--- src/rtl/conv1_feed_ctrl.sv ---
// Feed sequencer for conv1: walks 25 steps per channel and issues BRAM reads on data steps.
// Define CONV1_FEED_STALL_EN to enable fifo_afull backpressure (STALL before low data steps).
module conv1_feed_ctrl #(
    parameter int ADDR_W     = 10,
    parameter int ROW_WORDS  = 7,
    parameter int PAIR_WORDS = 42
) (
    input  logic              clk,
    input  logic              rst_n,
    input  logic              start,
    input  logic [4:0]        num_ch,
    input  logic [ADDR_W-1:0] base_addr,
    input  logic [3:0]        fifo_afull,
    output logic              bram_en,
    output logic [ADDR_W-1:0] bram_addr,
    output logic [4:0]        seq_step,
    output logic [3:0]        cnt_c,
    output logic              busy,
    output logic              done
);

    typedef enum logic [1:0] {IDLE, RUN, STALL, DONE} state_t;

    state_t            state, state_nx;
    logic [4:0]        step, step_nx, step_inc;
    logic [3:0]        c, c_nx, c_inc;
    logic [4:0]        nch, nch_nx;
    logic [ADDR_W-1:0] base, base_nx;
    logic              last, stall_req;
    logic [4:0]        dec;
    logic [31:0]       offset;
    logic              en_nx;
    logic [ADDR_W-1:0] addr_nx;
    logic [4:0]        seq_nx;
    logic [3:0]        cnt_nx;

    // Returns {data, h, r[2:0]} for a step code; data=0 marks a gap step.
    function automatic logic [4:0] decode_step(input logic [4:0] s);
        case (s)
            5'd0:    return {2'b10, 3'd0};
            5'd1:    return {2'b11, 3'd0};
            5'd2:    return {2'b10, 3'd1};
            5'd3:    return {2'b11, 3'd1};
            5'd7:    return {2'b10, 3'd2};
            5'd8:    return {2'b11, 3'd2};
            5'd12:   return {2'b10, 3'd3};
            5'd13:   return {2'b11, 3'd3};
            5'd17:   return {2'b10, 3'd4};
            5'd18:   return {2'b11, 3'd4};
            5'd22:   return {2'b10, 3'd5};
            5'd23:   return {2'b11, 3'd5};
            default: return 5'b0;
        endcase
    endfunction

    assign step_inc = (step == 5'd24) ? 5'd0 : step + 5'd1;
    assign c_inc    = (step == 5'd24) ? c + 4'd1 : c;
    assign last     = (step == 5'd24) && ({1'b0, c} == nch - 5'd1);

`ifdef CONV1_FEED_STALL_EN
    logic [4:0] dec_inc;
    assign dec_inc   = decode_step(step_inc);
    assign stall_req = dec_inc[4] && !dec_inc[3] && (fifo_afull != 4'b0);
`else
    logic unused_afull;
    assign unused_afull = ^fifo_afull;
    assign stall_req    = 1'b0;
`endif

    always_comb begin
        state_nx = state;
        step_nx  = step;
        c_nx     = c;
        nch_nx   = nch;
        base_nx  = base;
        case (state)
            IDLE: begin
                if (start) begin
                    nch_nx   = num_ch;
                    base_nx  = base_addr;
                    step_nx  = 5'd0;
                    c_nx     = 4'd0;
                    state_nx = (num_ch == 5'd0) ? DONE : RUN;
                end
            end
            RUN: begin
                if (last) begin
                    state_nx = DONE;
                end else begin
                    step_nx  = step_inc;
                    c_nx     = c_inc;
                    state_nx = stall_req ? STALL : RUN;
                end
            end
            STALL: begin
                // step/c already hold the pending low step; resume issues it directly.
`ifdef CONV1_FEED_STALL_EN
                if (fifo_afull == 4'b0) state_nx = RUN;
`else
                state_nx = RUN;
`endif
            end
            DONE:    state_nx = IDLE;
            default: state_nx = IDLE;
        endcase
    end

    // Outputs are computed from the next-cycle view so every registered output lines up.
    always_comb begin
        dec     = decode_step(step_nx);
        offset  = 32'(c_nx >> 1) * 32'(PAIR_WORDS) + 32'(dec[2:0]) * 32'(ROW_WORDS) + 32'(dec[3]);
        en_nx   = (state_nx == RUN) && dec[4];
        addr_nx = en_nx ? base_nx + offset[ADDR_W-1:0] : bram_addr;
        seq_nx  = (state_nx == RUN) ? step_nx : 5'd31;
        cnt_nx  = (state_nx == RUN || state_nx == STALL) ? c_nx : cnt_c;
    end

    always_ff @(posedge clk or negedge rst_n) begin
        if (!rst_n) begin
            state     <= IDLE;
            step      <= 5'd0;
            c         <= 4'd0;
            nch       <= 5'd0;
            base      <= '0;
            bram_en   <= 1'b0;
            bram_addr <= '0;
            seq_step  <= 5'd31;
            cnt_c     <= 4'd0;
            busy      <= 1'b0;
            done      <= 1'b0;
        end else begin
            state     <= state_nx;
            step      <= step_nx;
            c         <= c_nx;
            nch       <= nch_nx;
            base      <= base_nx;
            bram_en   <= en_nx;
            bram_addr <= addr_nx;
            seq_step  <= seq_nx;
            cnt_c     <= cnt_nx;
            busy      <= (state_nx != IDLE);
            done      <= (state_nx == DONE);
        end
    end

endmodule

--- config.mk ---
export PLATFORM = sky130hd
export DESIGN_NAME = conv1_feed_ctrl
export DESIGN_NICKNAME = d
export VERILOG_FILES = /design/src/rtl/conv1_feed_ctrl.sv
export SDC_FILE = /design/constraint.sdc
export NUM_CORES = 1
export LEC_CHECK = 0
export ABC_AREA = 1
export CAP_MARGIN = 20
export CORE_MARGIN = 2
export CORE_UTILIZATION = 25
export CTS_BUF_LIST = sky130_fd_sc_hd__clkbuf_4
export DETAILED_ROUTE_END_ITERATION = 12
export HOLD_SLACK_MARGIN = 0.02
export PLACE_DENSITY = 0.44
export SYNTH_ARGS = -nofsm -noshare
export SYNTH_HDL_FRONTEND = slang
export SYNTH_SLANG_ARGS = --single-unit
--- constraint.sdc ---
create_clock -name clk -period 13.6 [get_ports clk]
set_input_delay 1.36 -clock clk [delete_from_list [all_inputs] [get_ports clk]]
set_output_delay 1.36 -clock clk [all_outputs]
set_load 0.05 [all_outputs]
## Word-level counts from Yosys, hierarchy flattened

Memories as Yosys holds them, arrays and structs flattened.
Cells that the tools add are included.

- Bits in registers: 48
- Latch bits: 0
- Memory bits (writable): 0
- Memory bits (read-only): 160
- Input bits: 22
- Output and inout port bits: 22
- Logic and storage cells: 50
- Memories kept: 1

- Add/subtract/negate cells: 6
- Multiply operators: 2
- Divide/modulo/power cells: 0
- Order comparisons: 0
- Equality and inequality tests: 8
- Shift-type cells: 0
- Mux-type cells: 15
- Bitwise logic cells: 0
- Reduce and logical (&&, ||, !) cells: 7

Memory list:

| memory | depth | bits a word | rd ports | clocked after Yosys merged registers in | wr ports | RTL line | text |
|---|---|---|---|---|---|---|---|
| (name not given) | 32 | 5 | 1 | 0 | 0 | 39 | `case (s)` |

Operators with widths:

| cell | number |
|---|---|
| two-way mux 10 bit | 2 |
| two-way mux 5 bit | 4 |
| two-way mux 4 bit | 3 |
| adder 10 x 1 -> 10 bit | 1 |
| adder 10 bit | 1 |
| adder 9 x 6 -> 10 bit | 1 |
| case mux 5 bit (2 select lines) | 1 |
| equality test 2 bit, second input constant | 4 |
| multiplier 3 x 5 -> 8 bit, second input constant | 1 |
| case mux 2 bit (4 select lines) | 1 |
| case mux 4 bit (2 select lines) | 1 |
| multiplier 3 x 3 -> 6 bit, second input constant | 1 |
| two-way mux 2 bit | 3 |
| adder 5 x 1 -> 5 bit, second input constant | 1 |
| equality test 4 x 5 -> 1 bit | 1 |
| equality test 5 bit, second input constant | 1 |
| logical NOT 5 bit | 1 |
| subtractor 5 x 1 -> 5 bit, second input constant | 1 |
| adder 4 x 1 -> 4 bit, second input constant | 1 |
| equality test 2 x 1 -> 1 bit, second input constant | 2 |
| logical AND 1 bit | 2 |
| logical NOT 2 bit | 1 |
| AND reduction 2 bit | 1 |
| nonzero test 2 bit | 1 |
| logical OR 1 bit | 1 |

## Depth between registers and ports, before layout

Gate-level depths: netlist of run 1.
An unclocked memory read counts as a cell.

- Depth after elaboration: 10
- Gate-level depth with buffers: 35
- Depth with buffers taken out: 35

## Worst setup path after synthesis of run 1

No wires, ideal clock.

- Path kind: input-to-reg
- Start point: input start
- End point: register bram_addr[9]
- Library setup time: 0.066 ns
- Data arrival time: 5.402 ns
- Data required time: 13.534 ns
- Path slack: 8.132 ns
- Stages: 23
- Buffers on the path: 0
- Cell sequence: nor2_2 > a21oi_4 > o21ai_0 > ha_1 > nand2_1 > nand4_2 > inv_1 > fa_1 > inv_1 > fa_1 > inv_1 > fa_1 > fa_1 > o21ai_0 > nand2_1 > nand2_1 > a21oi_1 > nor2_1 > o21ai_0 > nand2_1 > xor2_1 > nand3_1 > nand2_1

- Word-level cells in the longest chain between the ends: 7
- Elaborated cells on any way between the ends: 16
- Those cells by class: add/sub (3); mul (2); eq/ne (1); mux (8); reduce/logical (1); memory (1)

Ends and longest elaborated chain:

| what | RTL line | text |
|---|---|---|
| from (decl) | 10 | `input logic start,` |
| two-way mux 5 bit * | 78 | `if (start) begin` |
| case mux 5 bit (2 select lines) * | 76 | `case (state)` |
| named net step_nx[0] | 25 | `logic [4:0] step, step_nx, step_inc;` |
| memory (32 x 5 bit) * | - |  |
| multiplier 3 x 3 -> 6 bit | 111 | `offset = 32'(c_nx >> 1) * 32'(PAIR_WORDS) + 32'(dec[2:0]) * 32'(ROW_WORDS) + 32'(dec[3]);` |
| adder 9 x 6 -> 10 bit | 111 |  |
| adder 10 x 1 -> 10 bit | 111 |  |
| adder 10 bit | 113 | `addr_nx = en_nx ? base_nx + offset[ADDR_W-1:0] : bram_addr;` |
| to (signal assigned) | 138 | `bram_addr <= addr_nx;` |
| to (decl) | 15 | `output logic [ADDR_W-1:0] bram_addr,` |

Mark *: on every way through the listed nets, which the timed path passes. The rest lies on a longest branch.
A chain may end at the register's enable or synchronous reset.

## Worst setup path in the final report of run 1

- Start point: input start
- End point: register bram_addr[9]

- Word-level cells in the longest chain between the ends: 7
- Elaborated cells on any way between the ends: 16
- Those cells by class: add/sub (3); mul (2); eq/ne (1); mux (8); reduce/logical (1); memory (1)

Ends and longest elaborated chain:

| what | RTL line |
|---|---|
| two-way mux 5 bit | 78 |
| case mux 5 bit (2 select lines) | 76 |
| memory (32 x 5 bit) | - |
| multiplier 3 x 3 -> 6 bit | 111 |
| adder 9 x 6 -> 10 bit | 111 |
| adder 10 x 1 -> 10 bit | 111 |
| adder 10 bit | 113 |

Parallel ways exist; a longest one is shown, timed or not.

==> results.md, run 1 <==
* Run status: finished clean
* Yosys top cell by area: dfrtp_1
* Avg WL per Cell at around 12 µm
* Largest family of logic cells by synthesized area: adder cells
* Die area at about 0.014 mm²
* CP Class: input port to register
* Ports at 44
* Hold EP: bram_addr[4]$_DFFE_PN0P_
* Crit path DAT at 6.42 ns
* Xor/xnor share of the synthesized area at under 10%
* CTS Buffer Depth at 2
* RSZ-0062 raised after global routing: no
* CTS tree: done
* P_leak at between 0.0015 and 0.002 µW
* Layout cells sized above 1 at 13.2%
* Final hold vios at 0
* Worst r2r dst: bram_addr[9]$_DFFE_PN0P_
* Routability congestion estimate at 0.755
* Vias per inst at around 4.1
* Adder-cell share of the synthesized area at a little under a fifth
* Mux cell area share after synthesis at around 3.9%
* # diodes at 0
* Max incr delay on CP at just under 0.5 ns
* Die boundary height at between 100 and 150 µm
* Post-Synth Simple-Gate Area at between 10% and 20%
* Mapped Area at ~0.0032 mm²
* Clock sink count at 48
* Worst min path class: register to register
* Number of global-route vias before repair at approximately 2,400
* Minimum clock period at around 6 ns
* DRT iter0 DRCs at 60
* Starting Density at between 20 and 30%
* Hold_sp: bram_addr[4]$_DFFE_PN0P_
* Compound-Gate Fraction of Synth Area at under 10%
* Worst R2R Path Depth at 26
* Worst-path clk slew at around 0.12 ns
* Clock latency on the worst-skew pair at about 0.38 ns
* Total core area at between 0.01 and 0.015 mm²
* WHS at a little under 0.5 ns
* # setup viols final at 0
* Vias at 2,338
* Syn nets at ~420
* R2R Setup Slk at approximately 7.9 ns
* Total power at around 220 µW
* Least-Margin Pin Slew at around 0.64 ns
* H-tree lvl count at 2
* DRT Pass-1 Iters at 4
* PD cells at just under 60 mW/mm²
* Critical Path RT at roughly 14 ns
* Die width at approximately 120 µm
* Most used cell, CP: nand2_1
* Largest cells by area after synthesis: dfrtp_1 (34%), ha_1 (13%), nand2_1 (8.1%), fa_1 (6.3%), inv_1 (6.3%)
* Max FO, Critical Path at 10
* Number of routed nets with antenna violations at 0
* Fin nets at around 460
* Tcrit/Tclk final at ~45%
* Setup TNS at 0 ns
* Slowest CP cell: clkdlybuf4s50_1
* Routed wire length at 6550 µm
* CP startpoint kind: input port
* FFs w/ async S/R, synth at 100%
* CTS buffer count at 5
* Initial antenna violation count at 0
* Worst vdd ir at ~0.025 mV
* Distinct cell type count after synthesis at 38
* FF+latch count, synth at between 40 and 50
* CP Capture Type: register
* Area grow syn2layout at 19.7%
* Peak Freq at between 0.15 and 0.2 GHz
* Final Util at between 30% and 40%
* Hold Crit Depth at 2
* Post-synth top area share at ~34%
* I/O Buffers at 39
* Cell count after synthesis at 351
* R2R Path Start: state[1]$_DFF_PN0_
* Post-CTS Hold Fix Bufs at 0
* Fill cells at approximately 1,400
* Seq/Total Area, Yosys at between 30% and 40%
* Post-cts resize count at 0
* Grt ovf at 0
* Clk root buf: clkbuf_4
* # rows at between 40 and 50
* Syn Area/Cell at roughly 9.1 µm²
* Final count of pins violating max slew at 0
* Max cap viols at 0
* First-pass GRT wire length at around 11,000 µm
* Drt drc at 0
* Post-synth EDFFs at 0
* Relative slew slack at a little under three fifths
* Layout Skew at roughly 0.011 ns
* Post-synth top flop: dfrtp_1
* Tot GR Track Use at 10.7%
* Largest net degree at the start of global routing at ~50
* Setup Fix Bufs, Post-CTS at 0
* Yosys Warn Count at 0
* HPWL Detailed at ~5200 µm
worst max-delay path, delay by kind of cell:
kind	cells	cell delay (ns)
simple gates	11	1.25
xor+xnor	1	0.20
buf+inv	3	0.65
fa+ha+maj	4	1.83
compound gates	6	1.12
cells in the final DEF, fill, tap and decap left out, types with 2 or more instances in the layout:
cell,n
nand2_1,69
inv_1,53
dfrtp_1,43
clkdlybuf4s50_1,38
ha_1,32
nand3_1,22
o21ai_0,18
nor2_1,15
a21oi_1,15
mux2_2,11
xor2_1,10
fa_1,10
nand2_2,7
clkbuf_4,7
dfstp_2,5
xnor2_1,4
inv_2,3
nor2_2,3
nor3_1,2
nand4_1,2
nor2_4,2
nand2_4,2
or2_2,2
o22ai_1,2
buf_4,2
stage by stage:
stage	cell area [µm²]	instances	setup slack, ns
6_report	3800	565	7.49
4_1_cts	3800	565	7.42
3_3_place_gp	3750	557	7.01
2_1_floorplan	3180	351	8.13
5_1_grt	3800	565	6.98
3_5_place_dp	3750	557	7.02
cells in the mapped netlist (2+ instances only):
cell type	instances
a21oi_1	15
nand2_1	69
nand3_1	22
fa_1	10
ha_1	32
o22ai_1	2
dfrtp_1	43
nor3_1	2
nor2_2	3
nor2_4	2
nand2_4	2
o21ai_0	18
nand4_1	2
clkbuf_1	3
or2_2	2
buf_6	2
xnor2_1	4
xor2_1	10
mux2_2	11
nor2_1	15
nand2_2	7
dfstp_2	5
inv_2	3
inv_1	53
metal layers:
metal / global-route usage [%] / vias to the layer above / wire length (µm)
li1: - / 1199 / -
met1: 12.8 / 1113 / 2890
met2: 19.2 / 21 / 3380
met3: 2.08 / 5 / 175
met4: 3.29 / 0 / 101
met5: 0 / - / 0
power breakdown:
| group | internal, µW | leakage, µW | switching, µW |
|---|---|---|---|
| Sequential | 143 | 0.000578 | 0 |
| Clock | 24.0 | 0.0000338 | 45.8 |
| Combinational | 4.35 | 0.00127 | 3.79 |
cell families after synthesis:
| family | count (synthesis) |
|---|---|
| multiplexers | 11 |
| buffers and inverters | 63 |
| AND/OR/NAND/NOR | 129 |
| flip-flops | 48 |
| adder cells (fa/ha/maj) | 42 |
| XOR/XNOR | 14 |
| AO/OA/AOI/OAI | 44 |
worst max-delay path by stage:
stage | startpoint | end | slack, ns | cells after the start
2_1_floorplan | start | bram_addr[9]$_DFFE_PN0P_ | 8.13 | 23
3_3_place_gp | start | bram_addr[9]$_DFFE_PN0P_ | 7.01 | 24
3_5_place_dp | start | bram_addr[9]$_DFFE_PN0P_ | 7.02 | 25
4_1_cts | start | bram_addr[9]$_DFFE_PN0P_ | 7.42 | 24
5_1_grt | start | bram_addr[9]$_DFFE_PN0P_ | 6.98 | 24
6_report | start | bram_addr[9]$_DFFE_PN0P_ | 7.49 | 25
area by class of cell:
class,count,area (µm²),share of cell area [%]
clock buffer,7,52.6,1.38
tap,172,215,5.66
multi-input combinational,240,1710,45.1
inverter,56,210,5.53
sequential,48,1210,31.7
clock inverter,1,3.75,0.0987
timing repair buffer,41,400,10.5
registers in the layout, summed over array words and instances (netlist names):
| register | flops |
|---|---|
| state | 2 |
| base | 10 |
| step | 5 |
| seq_step | 5 |
| bram_en | 1 |
| bram_addr | 10 |
| done | 1 |
| cnt_c | 4 |
| busy | 1 |
| nch | 5 |
| c | 4 |
No activity file was read; power rests on OpenSTA's default activity.
==> run 2, diff against run 1 <==
PLACE_DENSITY = 0.45   (was 0.44)
clock period = 5.2 ns   (was 13.6 ns; I/O delays follow)
==> run 2 against run 1 <==
Net effect:
- register-to-register slack got worse by 7.8 ns
- wire length is 12% higher
- largest power group unchanged
- via count up 10%
==> results.md, run 2 (synthesis results as in run 1) <==
* Tcrit/Tclk final at between 90 and 100%
* Sequential cell fraction of total power at around 64%
* Largest net degree at the start of global routing at about 50
* Relative slew slack at between 50% and 60%
* P_leak at 0.00213 µW
* Max FO, Critical Path at 5
* Fill cells at between 1,000 and 1,500
* Post-CTS Hold Fix Bufs at 0
* Final count of pins violating max slew at 0
* Pre-CTS setup slack at -0.104 ns
* Worst-path clk slew at 0.15 ns
* Crit path DAT at about 5.4 ns
* Vias per inst at 4.16
* Avg WL per Cell at ~12 µm
* Least-Margin Pin Slew at 0.655 ns
* WHS at 0.223 ns
* Die boundary height at between 100 and 150 µm
* Die width at ~120 µm
* Layout Skew at roughly 0.0083 ns
* Met3 wire len at 174 µm
* DRT Pass-1 Iters at 4
* CTS buffer count at 5
* H-tree lvl count at 2
* Multi-input logic area at around 0.0019 mm²
* Peak Freq at 0.198 GHz
* Final Util at 35.0%
* Max incr delay on CP at around 0.55 ns
* Number of routed nets with antenna violations at 0
* PD cells at 133 mW/mm²
* Number of global-route vias before repair at about 2,700
* Clk root buf: clkbuf_4
* Routability congestion estimate at just under 0.8
* # rows at 41
* CP Class: register to register
* CTS tree: done
* CP startpoint kind: register
* CP Capture Type: register
* Commonest cells after routing, fill and taps aside: nand2_1 (64), buf_4 (55), inv_1 (44)
* Area grow syn2layout at 38.0%
* Met2 Wirelength at between 3000 and 4000 µm
* # setup viols final at 0
* Starting Density at 25.4%
* Fin nets at about 510
* Die area at 0.0136 mm²
* DRT iter0 DRCs at between 50 and 60
* Worst setup margin at roughly 0.16 ns
* # diodes at 0
* Minimum clock period at around 5.0 ns
* Clock latency on the worst-skew pair at around 0.38 ns
* Slowest CP cell: fa_2
* Largest regs: base x10, bram_addr x10
* Routed wire length at ~7300 µm
* Clock network fraction of design power at around a third
* I/O Buffers at 39
* M1 WL at roughly 3200 µm
* Critical Path RT at 5.53 ns
* HPWL Detailed at 5670 µm
* Switching Power at approximately 140 µW
* P_int at roughly 450 µW
* Total core area at 0.0125 mm²
* Tot GR Track Use at a little under an eighth
* Max cap viols at 0
* CTS Buffer Depth at 2
* Clock sink count at between 40 and 50
* Top sig layer: met4
* Vias at between 2,000 and 3,000
* Commonest non-fill, non-tap cell in the layout: nand2_1
* Register area at roughly 0.0012 mm²
* Run status: finished clean
* Worst vdd ir at 0.0656 mV
* Final hold vios at 0
* First-pass GRT wire length at 12,700 µm
* Combinational power share at 3.6%
* RSZ-0062 raised after global routing: yes
* Initial antenna violation count at 0
* Worst min path class: input port to asynchronous set/reset pin
* Grt ovf at 0
* Switching Share at 23.4%
* Ports at between 40 and 50
* Layout cells sized above 1 at a little under a third
* Drt drc at 0
[run 2: worst paths after layout]
path,startpoint,endpoint,slack (ns),depth (start not counted)
max reg2reg,nch[1]$_DFFE_PN0P_,bram_addr[8]$_DFFE_PN0P_,0.16,30
max in group asynchronous,rst_n,bram_addr[2]$_DFFE_PN0P_,4.55,2
min reg2reg,bram_addr[1]$_DFFE_PN0P_,bram_addr[1]$_DFFE_PN0P_,0.50,2
max,nch[1]$_DFFE_PN0P_,bram_addr[8]$_DFFE_PN0P_,0.16,30
min,rst_n,cnt_c[3]$_DFFE_PN0P_,0.22,2
min in group clk,bram_addr[1]$_DFFE_PN0P_,bram_addr[1]$_DFFE_PN0P_,0.50,2
[run 2: repair_timing]
action	CTS	global route
buffers inserted	0	10
pin swaps	1	33
resized for setup	1	49
setup endpoints to repair	2	5
[run 2: per-layer routing]
| metal | GRT usage [%] | up-vias |
|---|---|---|
| met2 | 21.3 | 23 |
| met5 | 0 | - |
| met4 | 4.24 | 0 |
| li1 | - | 1306 |
| met1 | 14.5 | 1237 |
| met3 | 2.02 | 6 |
[run 2: through the flow]
stage | power (µW) | setup TNS [ns] | std cells | area, µm²
final | 584 | 0 | 618 | 4390
after CTS | 597 | 0 | 608 | 4130
after floorplan | 381 | 0 | 351 | 3180
after detailed placement | 403 | -0.151 | 600 | 4070
after global placement | 402 | -0.0860 | 600 | 4070
after global routing | 615 | -0.265 | 618 | 4390
[run 2: power groups by stage]
stage	clock (µW)	sequential (µW)	combinational, µW
floorplan	0	380	0.261
global placement	0	380	22.1
detailed placement	0	380	22.5
CTS	201	374	22.6
global route	217	374	24.0
finish	189	374	21.3
[run 2: area by class of cell]
type / count / share of cell area [%]
Clock inverter: 1 / 0.0856
Tap cell: 172 / 4.91
Timing Repair Buffer: 94 / 18.2
Multi-Input combinational cell: 240 / 43.3
Sequential cell: 48 / 27.5
Inverter: 56 / 4.79
Clock buffer: 7 / 1.20
[run 2: worst max-delay path, delay by kind of cell, from the launching register on]
| kind | cells | cell delay, ns |
|---|---|---|
| adders and majority gates | 5 | 1.92 |
| buffers and inverters | 6 | 0.44 |
| DFF | 1 | 0.42 |
| AOI/OAI and AO/OA | 6 | 0.80 |
| xor gates and xnor gates | 2 | 0.31 |
| and+or+nand+nor | 11 | 1.09 |
==> run 3, diff against run 2 <==
CORE_ASPECT_RATIO = 1.2   (was default)
PLACE_DENSITY = default   (was 0.45)
PLACE_DENSITY_LB_ADDON = 0.08   (was default)
TNS_END_PERCENT = 20   (was default)
==> run 3 against run 2 <==
Net effect:
- clock skew increased by 0.0075 ns
- sequential power about the same
- maximum frequency increased by 0.51%
- register-to-register slack improved by 0.03 ns
- hold slack got worse by 0.015 ns
- wire length increased by 3.5%
- combinational power about the same
- non-clock buffer count increased by 4
- critical path depth increased by 2
- critical endpoint unchanged
- largest cell class unchanged
==> results.md, run 3 (synthesis results as in run 1) <==
* Number of routed nets with antenna violations at 0
* Least-Margin Pin Slew at roughly 0.66 ns
* Max incr delay on CP at approximately 0.55 ns
* Setup TNS at 0 ns
* H-tree lvl count at 2
* Worst vdd ir at approximately 0.1 mV
* Most used cell, CP: nand2_1
* Max FO, Critical Path at 4
* Relative slew slack at a little under three fifths
* # diodes at 0
* Fin nets at just over 500
* Layout cells sized above 1 at between 20% and 30%
* Worst r2r dst: bram_addr[8]$_DFFE_PN0P_
* Vias per inst at 4.15
* Slowest CP cell: fa_1
* Total core area at between 0.01 and 0.015 mm²
* CTS tree: done
* Largest net degree at the start of global routing at between 40 and 50
* Starting Density at 25.3%
* HPWL Detailed at roughly 6100 µm
* CP Capture Type: register
* Clock latency on the worst-skew pair at between 0.3 and 0.4 ns
* CP Class: register to register
* Critical Path RT at around 5.5 ns
* PD cells at roughly 150 mW/mm²
* Final count of pins violating max slew at 0
* Die boundary height at 128 µm
* Fill cells at 1,330
* CTS buffer count at 5
* DRT iter0 DRCs at 51
* DRT Pass-1 Iters at 4
* Avg WL per Cell at approximately 12 µm
* Drt drc at 0
* Tcrit/Tclk final at 96.4%
* Max cap viols at 0
* RSZ-0062 raised after global routing: yes
* Routability congestion estimate at slightly below 0.8
* Initial antenna violation count at 0
* Final hold vios at 0
* Minimum clock period at roughly 5.0 ns
* Grt ovf at 0
* R2R Setup Slk at approximately 0.19 ns
* Die area at 0.0136 mm²
* Ports at 44
* Number of global-route vias before repair at between 2,000 and 3,000
* Worst R2R Path Depth at 32
* CTS Buffer Depth at 2
* Commonest cells after routing, fill and taps aside: nand2_1 (65), buf_4 (59), inv_1 (48)
* I/O Buffers at 39
* Crit path DAT at 5.35 ns
* Die width at 107 µm
* R2R Path Start: nch[0]$_DFFE_PN0P_
* # setup viols final at 0
* Commonest non-fill, non-tap cell in the layout: nand2_1
* Peak Freq at 0.199 GHz
* Layout Skew at between 0.015 and 0.02 ns
* Dpl cells at about 600
* Final std cells w/o fill at around 610
* Routed wire length at about 7600 µm
* CP startpoint kind: register
* Clock sink count at 48
* Area grow syn2layout at 37.0%
* P_leak at around 0.0022 µW
* Tot GR Track Use at around 12%
* Run status: finished clean
* First-pass GRT wire length at 12,800 µm
* Post-CTS Hold Fix Bufs at 0
* # rows at 45
* Worst-path clk slew at 0.17 ns
* Clk root buf: clkbuf_4
* Largest regs: base x10, bram_addr x10
* Worst min path class: input port to asynchronous set/reset pin
* Vias at 2,550
-- run 3: final cells by class --
type                       instances  area (µm²)  share of cell area, %
tap                              164         205                   4.71
multi-input combinational        240        1820                   41.8
clock inverter                     3        47.5                   1.09
inverter                          56         210                   4.83
timing repair buffer              98         828                   19.0
sequential                        48        1210                   27.7
clock buffer                       5        37.5                  0.862
-- run 3: metrics by stage --
step / setup WS, ns / hold WS [ns] / util, % / area, µm² / power, µW
final: 0.187 / 0.208 / 34.7 / 4350 / 645
after CTS: -0.000426 / 0.216 / 34.1 / 4280 / 658
after detailed placement: -0.193 / 0.459 / 32.8 / 4110 / 403
after global routing: -0.149 / 0.238 / 34.7 / 4350 / 678
after global placement: -0.154 / 0.461 / 32.8 / 4110 / 403
after floorplan: 0.231 / 0.224 / - / 3180 / 381
-- run 3: how the worst max path moves through the flow --
stage,startpoint,endpoint,slack (ns),depth (start not counted)
2_1_floorplan,nch[0]$_DFFE_PN0P_,bram_addr[9]$_DFFE_PN0P_,0.23,29
6_report,nch[0]$_DFFE_PN0P_,bram_addr[8]$_DFFE_PN0P_,0.19,32
3_3_place_gp,start,bram_addr[9]$_DFFE_PN0P_,-0.15,25
4_1_cts,nch[1]$_DFFE_PN0P_,bram_addr[8]$_DFFE_PN0P_,-0.0004,31
5_1_grt,nch[0]$_DFFE_PN0P_,bram_addr[9]$_DFFE_PN0P_,-0.15,33
3_5_place_dp,start,bram_addr[9]$_DFFE_PN0P_,-0.19,24
-- run 3: timing repair --
item / in CTS / in global routing
gates cloned: 0 / 0
setup endpoints to repair: 3 / 4
pin swaps: 12 / 17
buffers inserted: 6 / 1
resized for setup: 12 / 20
-- run 3: critical path: cells and delay by family, from the launching register on --
family | cells | cell delay [ns]
XOR/XNOR | 1 | 0.15
AND/OR/NAND/NOR | 14 | 1.08
flip-flops | 1 | 0.43
adder cells (fa/ha/maj) | 5 | 2.13
buffers and inverters | 8 | 0.66
AO/OA/AOI/OAI | 4 | 0.50
-- run 3: layer usage --
metal | vias to the layer above | routed length, µm | global-route usage (%)
met4 | 0 | 149 | 4.28
met5 | - | 0 | 0
li1 | 1317 | - | -
met1 | 1195 | 3260 | 13.9
met2 | 30 | 3950 | 22.3
met3 | 8 | 198 | 2.19
-- run 3: power by group --
group          internal, µW  leakage (µW)  switching (µW)
combinational          11.4       0.00154            10.0
clock                   103     0.0000454             147
sequential              374      0.000578               0
